==> src/rtl/alu_share_arbiter.sv <==
// rtl/alu_share_arbiter.sv - round-robin arbiter sharing one combinational ALU between two requesters
module alu_share_arbiter #(
  parameter int unsigned WIDTH     = 32,
  parameter bit          PRIO_INIT = 1'b0
) (
  input  logic             CLK,
  input  logic             RESETn,
  input  logic             req0_valid,
  output logic             req0_ready,
  input  logic [WIDTH-1:0] req0_A,
  input  logic [WIDTH-1:0] req0_B,
  input  logic [1:0]       req0_ctrl,
  input  logic             req1_valid,
  output logic             req1_ready,
  input  logic [WIDTH-1:0] req1_A,
  input  logic [WIDTH-1:0] req1_B,
  input  logic [1:0]       req1_ctrl,
  output logic             rsp0_valid,
  input  logic             rsp0_ready,
  output logic             rsp1_valid,
  input  logic             rsp1_ready,
  output logic [WIDTH-1:0] rsp_result,
  output logic [3:0]       rsp_flags,
  output logic [WIDTH-1:0] alu_Src_A,
  output logic [WIDTH-1:0] alu_Src_B,
  output logic [1:0]       alu_ALUControl,
  input  logic [WIDTH-1:0] alu_ALUResult,
  input  logic [3:0]       alu_ALUFlags
);

  typedef enum logic [1:0] {
    ST_IDLE  = 2'd0,
    ST_ISSUE = 2'd1,
    ST_RESP  = 2'd2
  } state_t;

  state_t           state;
  state_t           state_nxt;
  logic             ptr;
  logic             owner;
  logic             grant;
  logic             accept;
  logic             owner_rsp_ready;
  logic [WIDTH-1:0] op_a;
  logic [WIDTH-1:0] op_b;
  logic [1:0]       op_ctrl;

  // Grant selection: the pointer only matters when both requesters contend.
  always_comb begin
    grant = 1'b0;
    if (req0_valid && req1_valid) begin
      grant = ptr;
    end else begin
      grant = req1_valid;
    end
  end

  assign owner_rsp_ready = owner ? rsp1_ready : rsp0_ready;

  // State register.
  always_ff @(posedge CLK) begin
    if (!RESETn) begin
      state <= ST_IDLE;
    end else begin
      state <= state_nxt;
    end
  end

  // Next-state and handshake outputs.
  always_comb begin
    state_nxt  = state;
    accept     = 1'b0;
    req0_ready = 1'b0;
    req1_ready = 1'b0;
    rsp0_valid = 1'b0;
    rsp1_valid = 1'b0;
    case (state)
      ST_IDLE: begin
        accept     = req0_valid || req1_valid;
        req0_ready = accept && !grant;
        req1_ready = accept && grant;
        if (accept) begin
          state_nxt = ST_ISSUE;
        end
      end
      ST_ISSUE: begin
        state_nxt = ST_RESP;
      end
      ST_RESP: begin
        rsp0_valid = !owner;
        rsp1_valid = owner;
        if (owner_rsp_ready) begin
          state_nxt = ST_IDLE;
        end
      end
      default: begin
        state_nxt = ST_IDLE;
      end
    endcase
  end

  // Operand capture on acceptance; the pointer moves past whoever was just served.
  always_ff @(posedge CLK) begin
    if (!RESETn) begin
      ptr     <= PRIO_INIT;
      owner   <= 1'b0;
      op_a    <= '0;
      op_b    <= '0;
      op_ctrl <= 2'b00;
    end else if (accept) begin
      ptr     <= ~grant;
      owner   <= grant;
      op_a    <= grant ? req1_A : req0_A;
      op_b    <= grant ? req1_B : req0_B;
      op_ctrl <= grant ? req1_ctrl : req0_ctrl;
    end
  end

  // Result capture at the end of the single ISSUE cycle; held through RESP.
  always_ff @(posedge CLK) begin
    if (!RESETn) begin
      rsp_result <= '0;
      rsp_flags  <= 4'b0000;
    end else if (state == ST_ISSUE) begin
      rsp_result <= alu_ALUResult;
      rsp_flags  <= alu_ALUFlags;
    end
  end

  assign alu_Src_A      = op_a;
  assign alu_Src_B      = op_b;
  assign alu_ALUControl = op_ctrl;

endmodule

==> config.mk <==
export PLATFORM = sky130hd
export DESIGN_NAME = alu_share_arbiter
export DESIGN_NICKNAME = d
export VERILOG_FILES = /design/src/rtl/alu_share_arbiter.sv
export SDC_FILE = /design/constraint.sdc
export NUM_CORES = 1
export LEC_CHECK = 0
export ABC_CLOCK_PERIOD_IN_PS = 1390
export CORE_ASPECT_RATIO = 0.5
export CORE_MARGIN = 8
export CORE_UTILIZATION = 36
export CTS_BUF_LIST = sky130_fd_sc_hd__clkbuf_8
export CTS_CLUSTER_DIAMETER = 30
export DETAILED_ROUTE_END_ITERATION = 10
export GPL_ROUTABILITY_DRIVEN = 0
export PLACE_DENSITY = 0.79
export SYNTH_ARGS = -nofsm -noshare
export SYNTH_HDL_FRONTEND = slang
export SYNTH_SLANG_ARGS = --single-unit
==> constraint.sdc <==
create_clock -name CLK -period 1.39 [get_ports CLK]
set_input_delay 0.139 -clock CLK [delete_from_list [all_inputs] [get_ports CLK]]
set_output_delay 0.139 -clock CLK [all_outputs]
set_load 0.005 [all_outputs]
==> run metrics <==
DRC viols 0; hold path depth 2; Place WS -0.331 ns; Syn Nets between 700 and 800; initial antenna violation count 0; Detailed Route WL approximately 21000 um; Data arrival, critical path 1.73 ns; core area 0.0137 mm2; Worst VDD drop 0.000462 V; Antenna Cells 0; CTS Sinks 106; Slew HR 0.742; power after layout 0.00814 W; post-synthesis sequential area ratio 0.419; reg2reg setup slack -0.07 ns; area added between synthesis and finish 72.3%; mean post-synth cell area ~9 um2; leak pwr 4.33 nW; reg2reg path depth 5; Die X about 180 um; clock root buffer clkbuf_8; post-layout min period 1.46 ns; Critical R2R Launch ptr; hpwl dp 13800 um; clock buffer depth 2; Routed Antenna Nets 0; largest net degree at the start of global routing 105; max-slew violations 0; hold slack 0.124 ns; starting DRC count in detailed routing 301; Final WS setup -0.0708 ns; Worst-Margin Slew between 0.3 and 0.4 ns; vias in the first global route 5620; failing checks negative setup slack; ys flop type dfxtp_1; drt pass-1 iters 6; CTS H-tree depth 3; worst hold endpoint alu_Src_A[12]; Critical Path RT 1.66 ns; Hold Crit Start RESETn; ys async rst share 0; Post-layout nets 995; R2R Path End alu_Src_B[0]; Crit Path Max Fanout 29; max capacitance violation total 0; Hold Violations, Final 0; final period utilization 1.05; RSZ-0062 raised after global routing yes; Die ar. 0.0184 mm2; Starting Density 0.371; first-pass GRT wire length about 31000 um; clk_skew 0.00774 ns; CTS tree built; Final setup viols 65; EDFF count, synth 0; Clock Latency Late Sink between 0.3 and 0.4 ns; mapped cell area 0.00507 mm2; fmax 685 MHz; Crit. End Element register; worst hold path type input port to register; Tot GR Track Use 0.212; share of cells above drive strength 1 0.153; CP startpoint kind register; CP Class register to register; PwrDens 932 mW/mm2; grt total ovfl 0; I/O pin total 280; IO buf count 279; number of core rows 30; DR vias ~5500; vias per cell 5.43; wire per inst 20.5 um; Netlist cell types 25; setup TNS -2.55 ns; TritonCTS buffer count 9; YS warnings 0; Clock transition at path regs about 0.11 ns; status finished with violations; Yosys reg bits 106; Mapped Cells 570; Layout fillers around 1100; die height 99.9 um
==> power breakdown <==
part,total [W],switching [W],internal (W),leakage (nW)
sequential,0.00353,0.000147,0.00338,0.889
combinational,0.00274,0.00115,0.00159,3.35
clock,0.00187,0.00119,0.000686,0.0925
total,0.00814,0.00248,0.00566,4.33
==> worst max-delay path: stages, from the launching register on <==
cell      delay (ns)
dfxtp_2         0.35
nand2b_4        0.16
buf_12          0.17
buf_16          0.17
and3_1          0.20
o311a_1         0.28
==> area by class of cell <==
class,instances,area (um2),area share
Timing Repair Buffer,311,3320,0.381
Clock buffer,9,124,0.0142
Tap cell,192,240,0.0275
Sequential cell,106,2170,0.249
Clock inverter,7,58.8,0.00673
Inverter,2,7.51,0.000860
Multi-Input combinational cell,391,2810,0.322
==> routing by layer <==
metal	GRT usage	part of all wire	vias to the layer above
met4	0.103	0.043	0
met3	0.0404	0.044	54
met2	0.381	0.51	178
met5	0	0	-
li1	-	-	2612
met1	0.241	0.40	2681
==> worst max-delay path by stage <==
stage | cells past startpoint | startpoint | end
2_1_floorplan | 6 | ptr | alu_Src_A[0]
3_3_place_gp | 5 | req0_valid | req0_ready
3_5_place_dp | 5 | req0_valid | req0_ready
4_1_cts | 5 | state[1] | req0_ready
5_1_grt | 5 | state[1] | req0_ready
6_report | 5 | ptr | alu_Src_B[0]
==> metrics by stage <==
step | area (um2) | instances | util
after global placement | 8110 | 992 | 0.593
after global routing | 8730 | 1018 | 0.639
after detailed placement | 8110 | 992 | 0.593
after floorplan | 5080 | 570 | -
after CTS | 8460 | 1014 | 0.619
final | 8730 | 1018 | 0.639
==> cells in the mapped netlist (2+ instances only) <==
cell type / number / share of area
o311a_1: 66 / 0.13
buf_4: 2 / 0.0030
buf_2: 26 / 0.026
and3_1: 66 / 0.081
nor2_1: 2 / 0.0015
clkbuf_1: 37 / 0.027
o21bai_1: 66 / 0.098
a21oi_1: 40 / 0.039
o21ai_1: 2 / 0.0020
nand2b_1: 2 / 0.0025
buf_1: 5 / 0.0037
dfxtp_1: 106 / 0.42
nand2_1: 72 / 0.053
inv_1: 2 / 0.0015
a21boi_0: 66 / 0.098
==> kinds of logic (layout without fill, tap and decap cells) <==
| group | after synthesis | count (layout) | share of synthesized area |
|---|---|---|---|
| AO/OA/AOI/OAI | 241 | 241 | 0.369 |
| flip-flops | 106 | 106 | 0.419 |
| buffers and inverters | 73 | 329 | 0.0622 |
| multiplexers | 1 | 1 | 0.00197 |
| AND/OR/NAND/NOR | 149 | 149 | 0.148 |
==> what timing repair did <==
action                                  CTS  global route
cloned                                    4             2
pin swaps                                 3             3
hold endpoints to repair                  0             0
buffers inserted                          2             2
endpoints found under the setup margin  132           118
hold buffers                              0             0
resized for setup                       126            89
==> state kept, by name, indices dropped and copies added, names as in the netlist <==
register,cells
alu_Src_A,32
state,2
rsp_flags,4
alu_ALUControl,2
alu_Src_B,32
ptr,1
rsp_result,32
owner,1
==> placed cells by master (no fill, tap or decap), types with 2 or more instances in the layout <==
cell type / netlist / layout
clkdlybuf4s50_1: 0 / 178
buf_4: 2 / 10
buf_6: 0 / 5
buf_2: 26 / 4
nand2_1: 72 / 72
inv_1: 2 / 2
dfxtp_1: 106 / 67
buf_8: 0 / 2
buf_16: 0 / 5
o311a_1: 66 / 66
dfxtp_2: 0 / 39
inv_6: 0 / 3
nor2_4: 0 / 2
dlymetal6s2s_1: 0 / 41
o21bai_1: 66 / 65
clkbuf_8: 0 / 9
buf_12: 0 / 10
a21boi_1: 0 / 21
a21oi_1: 40 / 39
a21boi_0: 66 / 45
and3_1: 66 / 42
dlygate4sd2_1: 0 / 54
and3_4: 0 / 24
Note: power is estimated with default switching activity, not from simulation.
